### config.mk
export PLATFORM = sky130hd
export DESIGN_NAME = ddr_ui_burst_bridge_flat
export DESIGN_NICKNAME = d
export VERILOG_FILES = /design/src/rtl/ddr_ui_burst_bridge_if.sv /design/src/rtl/ddr_ui_burst_bridge.sv /design/src/flat_wrapper.sv
export SDC_FILE = /design/constraint.sdc
export NUM_CORES = 1
export LEC_CHECK = 0
export ABC_AREA = 1
export BUFFER_PORTS_ARGS = -buffer_cell sky130_fd_sc_hd__buf_2
export CAP_MARGIN = 20
export CORE_ASPECT_RATIO = 0.75
export CORE_MARGIN = 4
export CORE_UTILIZATION = 55
export CTS_CLUSTER_DIAMETER = 120
export CTS_CLUSTER_SIZE = 16
export DETAILED_ROUTE_END_ITERATION = 8
export PLACE_DENSITY = 0.9
export RECOVER_POWER = 25
export SYNTH_ARGS = -nofsm -noshare
export SYNTH_HDL_FRONTEND = slang
export SYNTH_SLANG_ARGS = --single-unit
### constraint.sdc
create_clock -name clk -period 28.6 [get_ports clk]
set_input_delay 1.43 -clock clk [delete_from_list [all_inputs] [get_ports clk]]
set_output_delay 1.43 -clock clk [all_outputs]
set_load 0.01 [all_outputs]
### src/rtl/ddr_ui_burst_bridge_if.sv
// ddr_ui_burst_bridge_if: UI command/data, DDR FIFO and burst-engine signals of the bridge.
interface ddr_ui_burst_bridge_if #(
   parameter int DATA_WIDTH      = 64,
   parameter int ADDR_WIDTH      = 29,
   parameter int BURST_LEN_WIDTH = 8,
   parameter int LEN_WIDTH       = 16
);
   logic                       ui_cmd_valid, ui_cmd_ready, ui_cmd_rw;
   logic [ADDR_WIDTH-1:0]      ui_cmd_addr;
   logic [LEN_WIDTH-1:0]       ui_cmd_len;
   logic                       ui_wr_valid, ui_wr_ready;
   logic [DATA_WIDTH-1:0]      ui_wr_data;
   logic                       ui_rd_valid, ui_rd_ready;
   logic [DATA_WIDTH-1:0]      ui_rd_data;
   logic                       ui_done, ui_busy;
   logic                       wr_fifo_wr_en, wr_fifo_full;
   logic [DATA_WIDTH-1:0]      wr_fifo_wr_data;
   logic                       rd_fifo_rd_en, rd_fifo_empty;
   logic [DATA_WIDTH-1:0]      rd_fifo_rd_data;
   logic                       rd_start, wr_start;
   logic [BURST_LEN_WIDTH-1:0] rd_burst_len, wr_burst_len;
   logic [ADDR_WIDTH-1:0]      rd_start_addr, wr_start_addr;
   logic                       rd_ready, wr_ready, rd_done, wr_done;

   modport slave (
      input  ui_cmd_valid, ui_cmd_rw, ui_cmd_addr, ui_cmd_len, ui_wr_valid, ui_wr_data, ui_rd_ready,
             wr_fifo_full, rd_fifo_rd_data, rd_fifo_empty, rd_ready, wr_ready, rd_done, wr_done,
      output ui_cmd_ready, ui_wr_ready, ui_rd_valid, ui_rd_data, ui_done, ui_busy,
             wr_fifo_wr_en, wr_fifo_wr_data, rd_fifo_rd_en, rd_start, wr_start,
             rd_burst_len, wr_burst_len, rd_start_addr, wr_start_addr
   );

   modport master (
      output ui_cmd_valid, ui_cmd_rw, ui_cmd_addr, ui_cmd_len, ui_wr_valid, ui_wr_data, ui_rd_ready,
             wr_fifo_full, rd_fifo_rd_data, rd_fifo_empty, rd_ready, wr_ready, rd_done, wr_done,
      input  ui_cmd_ready, ui_wr_ready, ui_rd_valid, ui_rd_data, ui_done, ui_busy,
             wr_fifo_wr_en, wr_fifo_wr_data, rd_fifo_rd_en, rd_start, wr_start,
             rd_burst_len, wr_burst_len, rd_start_addr, wr_start_addr
   );
endinterface

### src/rtl/ddr_ui_burst_bridge.sv
// ddr_ui_burst_bridge: splits UI commands into DDR bursts and moves data through the rd/wr FIFOs.
// Define DDR_BRIDGE_4K_SPLIT_EN to keep every burst inside one 4 KB page.
module ddr_ui_burst_bridge #(
   parameter int DATA_WIDTH      = 64,
   parameter int ADDR_WIDTH      = 29,
   parameter int BURST_LEN_WIDTH = 8,
   parameter int LEN_WIDTH       = 16,
   parameter int MAX_BURST       = 64,
   parameter int RD_FIFO_DEPTH   = 512
) (
   input logic                    clk,
   input logic                    rst,
   ddr_ui_burst_bridge_if.slave   io_bus
);
   localparam int BYTES = DATA_WIDTH / 8;
   localparam int BSH   = $clog2(BYTES);
   localparam int CW    = LEN_WIDTH + 1;

   typedef enum logic [2:0] {S_IDLE, S_CALC, S_ISSUE, S_WAIT, S_DRAIN, S_FIN} state_t;

   state_t                     r_state, w_next;
   logic                       r_rw, r_start, r_done, r_wp, r_rp, r_inflight;
   logic [ADDR_WIDTH-1:0]      r_addr, r_saddr;
   logic [CW-1:0]              r_len, r_rem, r_beats, r_pushed, r_issued, r_popped, r_given;
   logic [BURST_LEN_WIDTH-1:0] r_blen;
   logic [DATA_WIDTH-1:0]      r_buf [2];
   logic [1:0]                 r_cnt;
   logic                       w_accept, w_wr_act, w_rd_act, w_push, w_pop, w_rd_en;
   logic                       w_eng_ready, w_eng_done, w_can_issue, w_issue;
   logic [CW-1:0]              w_beats;
`ifdef DDR_BRIDGE_4K_SPLIT_EN
   logic [12:0]                w_lim4k;
   assign w_lim4k = (13'h1000 - {1'b0, r_addr[11:0]}) >> BSH;
`endif

   assign io_bus.ui_cmd_ready    = (r_state == S_IDLE) && !rst;
   assign io_bus.ui_busy         = r_state != S_IDLE;
   assign io_bus.ui_done         = r_done;
   assign w_accept               = io_bus.ui_cmd_valid && io_bus.ui_cmd_ready;
   assign w_wr_act               = r_rw && r_state != S_IDLE;
   assign w_rd_act               = !r_rw && r_state != S_IDLE;
   assign io_bus.ui_wr_ready     = w_wr_act && !io_bus.wr_fifo_full && r_pushed < r_len;
   assign w_push                 = io_bus.ui_wr_valid && io_bus.ui_wr_ready;
   assign io_bus.wr_fifo_wr_en   = w_push;
   assign io_bus.wr_fifo_wr_data = io_bus.ui_wr_data;
   assign io_bus.ui_rd_valid     = r_cnt != 2'd0;
   assign io_bus.ui_rd_data      = r_buf[r_rp];
   assign w_pop                  = io_bus.ui_rd_valid && io_bus.ui_rd_ready;
   // Counting this cycle's pop as free space keeps reads at one beat per cycle.
   assign w_rd_en                = w_rd_act && !io_bus.rd_fifo_empty && r_popped < r_len &&
                                   ({1'b0, r_cnt} + {2'b0, r_inflight}) < (3'd2 + {2'b0, w_pop});
   assign io_bus.rd_fifo_rd_en   = w_rd_en;
   assign io_bus.rd_start        = r_start && !r_rw;
   assign io_bus.wr_start        = r_start && r_rw;
   assign io_bus.rd_burst_len    = r_blen;
   assign io_bus.wr_burst_len    = r_blen;
   assign io_bus.rd_start_addr   = r_saddr;
   assign io_bus.wr_start_addr   = r_saddr;
   assign w_eng_ready            = r_rw ? io_bus.wr_ready : io_bus.rd_ready;
   assign w_eng_done             = r_rw ? io_bus.wr_done : io_bus.rd_done;
   assign w_can_issue            = r_rw ? (r_pushed - r_issued >= r_beats)
                                        : (32'(r_issued - r_popped) + 32'(r_beats) <= RD_FIFO_DEPTH);
   assign w_issue                = r_state == S_ISSUE && w_eng_ready && w_can_issue;

   always_comb begin
      w_beats = (r_rem < CW'(MAX_BURST)) ? r_rem : CW'(MAX_BURST);
`ifdef DDR_BRIDGE_4K_SPLIT_EN
      w_beats = (w_beats < CW'(w_lim4k)) ? w_beats : CW'(w_lim4k);
`endif
   end

   always_comb begin
      w_next = r_state;
      case (r_state)
         S_IDLE:  w_next = w_accept ? ((io_bus.ui_cmd_len == '0) ? S_FIN : S_CALC) : S_IDLE;
         S_CALC:  w_next = S_ISSUE;
         S_ISSUE: w_next = w_issue ? S_WAIT : S_ISSUE;
         S_WAIT:  w_next = !w_eng_done ? S_WAIT : (r_rem != '0) ? S_CALC : r_rw ? S_FIN : S_DRAIN;
         S_DRAIN: w_next = (r_given == r_len) ? S_FIN : S_DRAIN;
         default: w_next = S_IDLE;
      endcase
   end

   always_ff @(posedge clk or posedge rst) begin
      if (rst) begin
         r_state  <= S_IDLE;
         r_rw     <= 1'b0;
         r_start  <= 1'b0;
         r_done   <= 1'b0;
         r_addr   <= '0;
         r_saddr  <= '0;
         r_blen   <= '0;
         r_len    <= '0;
         r_rem    <= '0;
         r_beats  <= '0;
         r_pushed <= '0;
         r_issued <= '0;
         r_popped <= '0;
         r_given  <= '0;
      end else begin
         r_state <= w_next;
         r_start <= w_issue;
         r_done  <= r_state == S_FIN;
         if (w_accept) begin
            r_rw     <= io_bus.ui_cmd_rw;
            r_addr   <= io_bus.ui_cmd_addr;
            r_len    <= {1'b0, io_bus.ui_cmd_len};
            r_rem    <= {1'b0, io_bus.ui_cmd_len};
            r_pushed <= '0;
            r_issued <= '0;
            r_popped <= '0;
            r_given  <= '0;
         end else begin
            if (w_push) r_pushed <= r_pushed + 1'b1;
            if (w_rd_en) r_popped <= r_popped + 1'b1;
            if (w_pop) r_given <= r_given + 1'b1;
            if (w_issue) r_issued <= r_issued + r_beats;
         end
         if (r_state == S_CALC) r_beats <= w_beats;
         if (w_issue) begin
            r_blen  <= BURST_LEN_WIDTH'(r_beats - 1'b1);
            r_saddr <= r_addr;
            r_addr  <= r_addr + (ADDR_WIDTH'(r_beats) << BSH);
            r_rem   <= r_rem - r_beats;
         end
      end
   end

   // FIFO read data lands one cycle after rd_en; r_inflight tracks that beat.
   always_ff @(posedge clk or posedge rst) begin
      if (rst) begin
         r_buf[0]   <= '0;
         r_buf[1]   <= '0;
         r_wp       <= 1'b0;
         r_rp       <= 1'b0;
         r_inflight <= 1'b0;
         r_cnt      <= 2'd0;
      end else begin
         r_inflight <= w_rd_en;
         if (r_inflight) begin
            r_buf[r_wp] <= io_bus.rd_fifo_rd_data;
            r_wp        <= !r_wp;
         end
         if (w_pop) r_rp <= !r_rp;
         r_cnt <= r_cnt + {1'b0, r_inflight} - {1'b0, w_pop};
      end
   end
endmodule
### src/flat_wrapper.sv
// flat-port wrapper written by rule: the top's interface ports become plain ports
module ddr_ui_burst_bridge_flat 
#(
   parameter int DATA_WIDTH      = 64,
   parameter int ADDR_WIDTH      = 29,
   parameter int BURST_LEN_WIDTH = 8,
   parameter int LEN_WIDTH       = 16,
   parameter int MAX_BURST       = 64,
   parameter int RD_FIFO_DEPTH   = 512
)
  (clk, rst, io_bus_ui_cmd_valid, io_bus_ui_cmd_rw, io_bus_ui_cmd_addr, io_bus_ui_cmd_len, io_bus_ui_wr_valid, io_bus_ui_wr_data, io_bus_ui_rd_ready, io_bus_wr_fifo_full, io_bus_rd_fifo_rd_data, io_bus_rd_fifo_empty, io_bus_rd_ready, io_bus_wr_ready, io_bus_rd_done, io_bus_wr_done, io_bus_ui_cmd_ready, io_bus_ui_wr_ready, io_bus_ui_rd_valid, io_bus_ui_rd_data, io_bus_ui_done, io_bus_ui_busy, io_bus_wr_fifo_wr_en, io_bus_wr_fifo_wr_data, io_bus_rd_fifo_rd_en, io_bus_rd_start, io_bus_wr_start, io_bus_rd_burst_len, io_bus_wr_burst_len, io_bus_rd_start_addr, io_bus_wr_start_addr);
  ddr_ui_burst_bridge_if #(.DATA_WIDTH(DATA_WIDTH), .ADDR_WIDTH(ADDR_WIDTH), .BURST_LEN_WIDTH(BURST_LEN_WIDTH), .LEN_WIDTH(LEN_WIDTH)) io_bus_i ();
  input logic clk;
  input logic rst;
  input wire logic [$bits(io_bus_i.ui_cmd_valid)-1:0] io_bus_ui_cmd_valid;
  input wire logic [$bits(io_bus_i.ui_cmd_rw)-1:0] io_bus_ui_cmd_rw;
  input wire logic [$bits(io_bus_i.ui_cmd_addr)-1:0] io_bus_ui_cmd_addr;
  input wire logic [$bits(io_bus_i.ui_cmd_len)-1:0] io_bus_ui_cmd_len;
  input wire logic [$bits(io_bus_i.ui_wr_valid)-1:0] io_bus_ui_wr_valid;
  input wire logic [$bits(io_bus_i.ui_wr_data)-1:0] io_bus_ui_wr_data;
  input wire logic [$bits(io_bus_i.ui_rd_ready)-1:0] io_bus_ui_rd_ready;
  input wire logic [$bits(io_bus_i.wr_fifo_full)-1:0] io_bus_wr_fifo_full;
  input wire logic [$bits(io_bus_i.rd_fifo_rd_data)-1:0] io_bus_rd_fifo_rd_data;
  input wire logic [$bits(io_bus_i.rd_fifo_empty)-1:0] io_bus_rd_fifo_empty;
  input wire logic [$bits(io_bus_i.rd_ready)-1:0] io_bus_rd_ready;
  input wire logic [$bits(io_bus_i.wr_ready)-1:0] io_bus_wr_ready;
  input wire logic [$bits(io_bus_i.rd_done)-1:0] io_bus_rd_done;
  input wire logic [$bits(io_bus_i.wr_done)-1:0] io_bus_wr_done;
  output wire logic [$bits(io_bus_i.ui_cmd_ready)-1:0] io_bus_ui_cmd_ready;
  output wire logic [$bits(io_bus_i.ui_wr_ready)-1:0] io_bus_ui_wr_ready;
  output wire logic [$bits(io_bus_i.ui_rd_valid)-1:0] io_bus_ui_rd_valid;
  output wire logic [$bits(io_bus_i.ui_rd_data)-1:0] io_bus_ui_rd_data;
  output wire logic [$bits(io_bus_i.ui_done)-1:0] io_bus_ui_done;
  output wire logic [$bits(io_bus_i.ui_busy)-1:0] io_bus_ui_busy;
  output wire logic [$bits(io_bus_i.wr_fifo_wr_en)-1:0] io_bus_wr_fifo_wr_en;
  output wire logic [$bits(io_bus_i.wr_fifo_wr_data)-1:0] io_bus_wr_fifo_wr_data;
  output wire logic [$bits(io_bus_i.rd_fifo_rd_en)-1:0] io_bus_rd_fifo_rd_en;
  output wire logic [$bits(io_bus_i.rd_start)-1:0] io_bus_rd_start;
  output wire logic [$bits(io_bus_i.wr_start)-1:0] io_bus_wr_start;
  output wire logic [$bits(io_bus_i.rd_burst_len)-1:0] io_bus_rd_burst_len;
  output wire logic [$bits(io_bus_i.wr_burst_len)-1:0] io_bus_wr_burst_len;
  output wire logic [$bits(io_bus_i.rd_start_addr)-1:0] io_bus_rd_start_addr;
  output wire logic [$bits(io_bus_i.wr_start_addr)-1:0] io_bus_wr_start_addr;
  assign io_bus_i.ui_cmd_valid = io_bus_ui_cmd_valid;
  assign io_bus_i.ui_cmd_rw = io_bus_ui_cmd_rw;
  assign io_bus_i.ui_cmd_addr = io_bus_ui_cmd_addr;
  assign io_bus_i.ui_cmd_len = io_bus_ui_cmd_len;
  assign io_bus_i.ui_wr_valid = io_bus_ui_wr_valid;
  assign io_bus_i.ui_wr_data = io_bus_ui_wr_data;
  assign io_bus_i.ui_rd_ready = io_bus_ui_rd_ready;
  assign io_bus_i.wr_fifo_full = io_bus_wr_fifo_full;
  assign io_bus_i.rd_fifo_rd_data = io_bus_rd_fifo_rd_data;
  assign io_bus_i.rd_fifo_empty = io_bus_rd_fifo_empty;
  assign io_bus_i.rd_ready = io_bus_rd_ready;
  assign io_bus_i.wr_ready = io_bus_wr_ready;
  assign io_bus_i.rd_done = io_bus_rd_done;
  assign io_bus_i.wr_done = io_bus_wr_done;
  assign io_bus_ui_cmd_ready = io_bus_i.ui_cmd_ready;
  assign io_bus_ui_wr_ready = io_bus_i.ui_wr_ready;
  assign io_bus_ui_rd_valid = io_bus_i.ui_rd_valid;
  assign io_bus_ui_rd_data = io_bus_i.ui_rd_data;
  assign io_bus_ui_done = io_bus_i.ui_done;
  assign io_bus_ui_busy = io_bus_i.ui_busy;
  assign io_bus_wr_fifo_wr_en = io_bus_i.wr_fifo_wr_en;
  assign io_bus_wr_fifo_wr_data = io_bus_i.wr_fifo_wr_data;
  assign io_bus_rd_fifo_rd_en = io_bus_i.rd_fifo_rd_en;
  assign io_bus_rd_start = io_bus_i.rd_start;
  assign io_bus_wr_start = io_bus_i.wr_start;
  assign io_bus_rd_burst_len = io_bus_i.rd_burst_len;
  assign io_bus_wr_burst_len = io_bus_i.wr_burst_len;
  assign io_bus_rd_start_addr = io_bus_i.rd_start_addr;
  assign io_bus_wr_start_addr = io_bus_i.wr_start_addr;
  ddr_ui_burst_bridge #(.DATA_WIDTH(DATA_WIDTH), .ADDR_WIDTH(ADDR_WIDTH), .BURST_LEN_WIDTH(BURST_LEN_WIDTH), .LEN_WIDTH(LEN_WIDTH), .MAX_BURST(MAX_BURST), .RD_FIFO_DEPTH(RD_FIFO_DEPTH)) u_core (.clk(clk), .rst(rst), .io_bus(io_bus_i));
endmodule
Yosys cells after proc, flatten, opt, wreduce, memory -nomap -nowiden

Cells that the tools add are included.

Flip-flop bits (word level): 323
Input port bits: 185
Logic and storage cells: 112
Output and inout bits: 211

Order comparisons: 9
Muxes and demuxes: 30
Bitwise gates (word level): 2
Eq/ne operators: 6
Reductions and logical operators: 31
Add/subtract/negate cells: 14

Operator list:

| operator                                                     | count |
|---|---|
| two-way mux 64 bit                                           | 4 |
| two-way mux 17 bit                                           | 11 |
| bitwise mux 128 bit                                          | 1 |
| demux 64 bit (select 1 bit)                                  | 1 |
| two-way mux 29 bit                                           | 2 |
| adder 17 x 1 -> 17 bit (second input constant)               | 3 |
| less-than comparator 17 x 16 -> 1 bit                        | 2 |
| subtractor 17 bit                                            | 2 |
| adder 32 x 17 -> 32 bit                                      | 1 |
| <= comparator 32 x 10 -> 1 bit (second input constant)       | 1 |
| adder 29 x 20 -> 29 bit                                      | 1 |
| subtractor 17 x 17 -> 18 bit                                 | 1 |
| adder 17 bit                                                 | 1 |
| equality test 17 x 16 -> 1 bit                               | 1 |
| >= comparator 17 bit                                         | 1 |
| less-than comparator 17 x 7 -> 1 bit (second input constant) | 1 |
| nonzero test 17 bit                                          | 1 |
| logical AND 1 bit                                            | 16 |
| logical NOT 16 bit                                           | 1 |
| case mux 3 bit (5 select lines)                              | 1 |
| two-way mux 3 bit                                            | 4 |
| nonzero test 2 bit                                           | 5 |
| subtractor 8 x 1 -> 8 bit (second input constant)            | 1 |
| equality test 3 x 2 -> 1 bit (second input constant)         | 2 |
| other kinds (14)                                             | 27 |

Depth between registers and ports, before layout

Depth in word-level cells: 7
Gate-level depth with buffers: 30
Gate-level depth less buffers: 29

Worst setup path before layout

Ideal clock, no wire load.

Kind: register to register
Start point: reg u_core.r_popped[0]
End point: reg u_core.r_addr[28]
Buffers on the path: 2
Cell stages (with the launch flop): 30
Required time: 28.475 ns
Library setup time: 0.125 ns
Arrival: 3.831 ns
Clock period less this slack: 3.956 ns
Path slack: 24.644 ns
Cell sequence: dfrtp_1 > ha_1 > fa_1 > nor2_1 > a211o_1 > nand2_1 > o211ai_1 > nand2_1 > a21oi_1 > nand3_1 > nand2_1 > xor2_1 > ha_1 > nand2_1 > nor2_1 > inv_2 > nor2_1 > nand2_1 > nand2_1 > nand2_1 > nand2_1 > inv_1 > nor2_1 > nand3_1 > o21ai_4 > nand2_4 > buf_6 > buf_2 > nand3_1 > nand3_1

Word-level cells in the longest chain between the ends: 6
Elaborated cells on any way between the ends: 7
Classes of those cells: add/sub: 2; order compare: 1; mux: 2; reduce/logical: 2

Ends and longest elaborated chain:

| element                                                         | RTL line                   | text |
|---|---|---|
| start: declaration                                              | ddr_ui_burst_bridge.sv:24  | `logic [CW-1:0] r_len, r_rem, r_beats, r_pushed, r_issued, r_popped, r_given;` |
| start signal: assignment                                        | ddr_ui_burst_bridge.sv:115 | `if (w_rd_en) r_popped <= r_popped + 1'b1;` |
| subtractor 17 x 17 -> 18 bit *                                  | ddr_ui_burst_bridge.sv:62  | `: (32'(r_issued - r_popped) + 32'(r_beats) <= RD_FIFO_DEPTH);` |
| adder 32 x 17 -> 32 bit *                                       | ddr_ui_burst_bridge.sv:62  |  |
| <= comparator 32 x 10 -> 1 bit *                                | ddr_ui_burst_bridge.sv:62  |  |
| two-way mux 1 bit *                                             | ddr_ui_burst_bridge.sv:61  | `assign w_can_issue = r_rw ? (r_pushed - r_issued >= r_beats)` |
| logical AND 1 bit *                                             | ddr_ui_burst_bridge.sv:63  | `assign w_issue = r_state == S_ISSUE && w_eng_ready && w_can_issue;` |
| two-way mux 29 bit / nonzero test 2 bit (equally long branches) | --                         |  |
| end signal: assignment                                          | ddr_ui_burst_bridge.sv:106 | `r_addr <= io_bus.ui_cmd_addr;` |
| end signal: assignment                                          | ddr_ui_burst_bridge.sv:123 | `r_addr <= r_addr + (ADDR_WIDTH'(r_beats) << BSH);` |
| end: declaration                                                | ddr_ui_burst_bridge.sv:23  | `logic [ADDR_WIDTH-1:0] r_addr, r_saddr;` |

Every way passes the cells marked *; elsewhere a longest branch is shown, timed or not.
A chain may end at the register's enable or synchronous reset.

Final worst setup path

Start point: reg u_core.r_popped[0]
End point: reg u_core.r_rem[16]

Word-level cells in the longest chain between the ends: 6
Elaborated cells on any way between the ends: 7
Classes of those cells: add/sub: 2; order compare: 1; mux: 2; reduce/logical: 2

Ends and longest elaborated chain:

| element                                                         | RTL line                   | text |
|---|---|---|
| subtractor 17 x 17 -> 18 bit *                                  | ddr_ui_burst_bridge.sv:62  |  |
| adder 32 x 17 -> 32 bit *                                       | ddr_ui_burst_bridge.sv:62  |  |
| <= comparator 32 x 10 -> 1 bit *                                | ddr_ui_burst_bridge.sv:62  |  |
| two-way mux 1 bit *                                             | ddr_ui_burst_bridge.sv:61  |  |
| logical AND 1 bit *                                             | ddr_ui_burst_bridge.sv:63  |  |
| two-way mux 17 bit / nonzero test 2 bit (equally long branches) | --                         |  |
| end signal: assignment                                          | ddr_ui_burst_bridge.sv:108 | `r_rem <= {1'b0, io_bus.ui_cmd_len};` |
| end signal: assignment                                          | ddr_ui_burst_bridge.sv:124 | `r_rem <= r_rem - r_beats;` |
| end: declaration                                                | ddr_ui_burst_bridge.sv:24  |  |

Marked as above.

==> flow_metrics.py <==
metrics = {
    "status": {
        "status": "finished with violations",
        "violations": "max-capacitance violations, max-slew violations",
    },
    "synth": {
        "synth_fa_ha_area_frac": 0.09530,
        "synthTopCellsByCount": "nand2_1 (828), dfrtp_1 (323), inv_1 (320)",
        "syn_area_um2": 21480,
        "synthCells": 2883,
        "synth_compound_area_frac": 0.1179,
        "synth_edf_count": 0,
        "ys_seq_area_frac": 0.3763,
        "synth_cell_type_count": 49,
        "yosysTopAreaCell": "dfrtp_1",
        "ys.flop_type": "dfrtp_1",
        "synth-xor-area-share": 0.05057,
        "synthMuxAreaShare": 0,
        "synth_top_family_by_area": "simple AND/OR/NAND/NOR gates",
        "yosys-top-cells-area": "dfrtp_1 (38%), nand2_1 (14%), ha_1 (9.0%)",
        "synth_warnings": 0,
        "yosysMostFrequentCell": "nand2_1",
        "ys_seq_elements": 323,
        "synth_top_area_share": 0.3763,
        "synthSimpleGateAreaFrac": 0.2504,
        "postSynthAreaPerCell_um2": 7.450,
        "syn_nets": 3228,
        "synthArstFlopShare": 1.000,
    },
    "global_route": {
        "grt_pass1_wl_mm": 96.63,
        "grt_overflow": 0,
        "grt_pass1_vias": 18360,
        "grt_max_degree": 115,
        "grt_usage": 0.2780,
        "antenna_found_initial": 1,
    },
    "cts": {
        "cts.reportedPaths.clkPinSlew_ns": 0.09,
        "clockBufferDepth": 3,
        "cts_resized": 0,
        "cts.htree.levels": 1,
        "cts_buffers": 24,
        "root_buffer": "clkbuf_16",
        "cts_tree": "yes",
        "cts.hold.buffers_added": 0,
        "clk_latency_ns": 0.55,
        "cts_setup_buffers": 0,
        "cts_num_sinks": 323,
    },
    "detailed_routing": {
        "drc": 0,
        "ant_nets": 0,
        "vias": 19940,
        "vias_per_cell": 5.675,
        "drtIter0Drc": 2422,
        "routedWlPerCell_um": 17.47,
        "dr.pass1.iters": 6,
        "routed_wl_mm": 61.38,
    },
    "floorplanning": {
        "row_count": 62,
        "die_area_um2": 42310,
        "pin_count": 396,
        "initial_core_util": 0.5593,
        "fp.dieH_um": 179.1,
        "dieWidth_um": 236.2,
        "core_um2": 38400,
    },
    "setup_path": {
        "critPathCaptureType": "flip-flop",
        "critPathArrivalTime_ns": 5.99,
        "slowest_stage": "buf_4",
        "endpoint": "u_core.r_rem[16]",
        "max_stage_delay_ns": 0.88,
        "cp.required_ns": 29.05,
        "worstReg2RegEnd": "u_core.r_rem[16]",
        "critPathLaunch": "u_core.r_popped[0]",
        "crit_fanout": 113,
        "critPathKind": "flip-flop to flip-flop",
        "ff2ff_path_depth": 28,
        "start_kind": "flip-flop",
        "r2r_setup_slack_ns": 23.06,
        "r2r-start": "u_core.r_popped[0]",
        "crit_path_frequent_cell": "nand2_1",
    },
    "layout": {
        "area_growth_pct": 7.538,
        "fillCellCount": 3476,
        "fin_nets": 3344,
        "stdcell_area_um2": 23100,
        "fin_cells": 3513,
        "drive_gt1_frac": 0.1063,
    },
    "power_and_ir_drop": {
        "p_leak_nw": 12.45,
        "vdd_drop_max_mv": 0.06488,
        "power.density_nw_per_um2": 119.0,
    },
    "placed_design": {
        "dp_cells": 3484,
        "dp_slack_ns": 23.20,
        "dp_hpwl_mm": 45.69,
        "placed_cell_area_um2": 22460,
        "place.gp.congestion": 1.017,
        "io_buffers": 267,
    },
    "timing": {
        "period_needed_ns": 5.540,
        "maxSlewViolCount": 393,
        "rsz0062_at_grt": "no",
        "fin_crit_sh": 0.1937,
        "tns_ns": 0,
        "fmax_ghz": 0.1805,
        "hold_violations": 0,
        "finalSetupViolations": 0,
        "slew_headroom": -2.200,
        "setup_slack_ns": 23.06,
        "tightest_slew_ns": 4.774,
        "skew_ns": 0.02519,
    },
    "min_path": {
        "hold_path.class": "flip-flop to flip-flop",
    },
    "flow_run": {
        "maxCapViolations": 4,
    },
}
-- worst max-delay path, delay by kind of cell, from the launching register on --
family | cells | cell delay [ns]
and+or+nand+nor | 15 | 1.78
AOI/OAI and AO/OA | 5 | 0.78
xor gates and xnor gates | 1 | 0.08
buffers and inverters | 4 | 1.29
DFF | 1 | 0.45
adders and majority gates | 3 | 1.01
-- layout make-up --
type	count	area [µm²]	area share
Clock buffer	26	629.4	0.02725
Antenna cell	1	2.502	0.0001083
Tap cell	512	640.6	0.02774
Multi-Input combinational cell	2041	11040	0.4781
Timing Repair Buffer	282	1451	0.06284
Inverter	327	1230	0.05325
Clock inverter	1	16.27	0.0007042
Sequential cell	323	8084	0.3500
-- layout by cell type (no fill, tap or decap), types with 7 or more instances in the layout --
cell,netlist,routed
nor3_1,56,56
ha_1,154,154
inv_1,320,317
xor2_1,91,91
a21o_1,8,8
nand3_1,207,207
buf_2,13,265
nand2_1,828,828
o21ai_1,16,16
clkbuf_1,65,7
a21oi_1,132,132
nor4_1,19,19
clkbuf_16,0,25
o31ai_1,9,9
a31oi_1,8,8
o21bai_1,11,11
buf_4,101,10
o21ai_0,245,245
xnor2_1,33,33
dfrtp_1,323,322
nand4_1,39,39
inv_2,5,7
nor2_1,124,124
-- state kept, by name, summed over array words and instances, names as in the netlist, 2 cells and up --
register and cells:
u_core.r_popped 17, u_core.r_cnt 2, u_core.r_rem 17, u_core.r_buf 128, u_core.io_bus.rd_burst_len 8, u_core.r_issued 17, u_core.r_state 3, u_core.r_len 16
u_core.io_bus.rd_start_addr 29, u_core.r_addr 29, u_core.r_pushed 17, u_core.r_given 17, u_core.r_beats 17
-- metal layers --
metal	share of wire	routed length [µm]	vias up	GRT usage
met5	0.0020	120	-	0.02098
met4	0.030	1839	2	0.07853
met1	0.43	26160	9240	0.4011
met3	0.11	6904	146	0.07427
li1	-	-	9541	-
met2	0.43	26350	1007	0.4131
-- power by group --
| group | switching (mW) | leakage, nW | internal [mW] | total [mW] |
|---|---|---|---|---|
| clock | 0.159 | 0.316 | 0.156 | 0.315 |
| combinational | 1.03 | 8.04 | 0.602 | 1.63 |
| sequential | 0.161 | 4.10 | 0.642 | 0.803 |
-- kinds of logic (layout without fill, tap and decap cells) --
group | Yosys count | count (layout)
buf+inv | 519 | 636
xor+xnor | 124 | 124
other cells | 0 | 1
compound gates | 467 | 467
fa+ha+maj | 160 | 160
simple gates | 1290 | 1290
flops | 323 | 323
-- how the worst min path moves through the flow --
stage                       from                              to  slack (ns)  cells after the start
5_1_grt        u_core.r_buf[108]               u_core.r_buf[108]        0.51                      2
3_5_place_dp    u_core.r_addr[1]  u_core.io_bus.rd_start_addr[1]        0.45                      2
3_3_place_gp    u_core.r_addr[2]  u_core.io_bus.rd_start_addr[2]        0.45                      2
2_1_floorplan   u_core.r_addr[0]  u_core.io_bus.rd_start_addr[0]        0.44                      2
6_report        u_core.r_addr[1]  u_core.io_bus.rd_start_addr[1]        0.48                      2
4_1_cts         u_core.r_addr[1]  u_core.io_bus.rd_start_addr[1]        0.49                      2
-- through the flow --
stage                     utilization  total power [mW]  hold slack [ns]
after global routing           0.6015             3.006           0.5055
after floorplan                     -             1.967           0.4422
after detailed placement       0.5850             2.391           0.4542
after global placement         0.5850             2.347           0.4549
final                          0.6015             2.749           0.4814
after CTS                      0.6018             2.719           0.4889
Power figures use the tool's default switching activity.
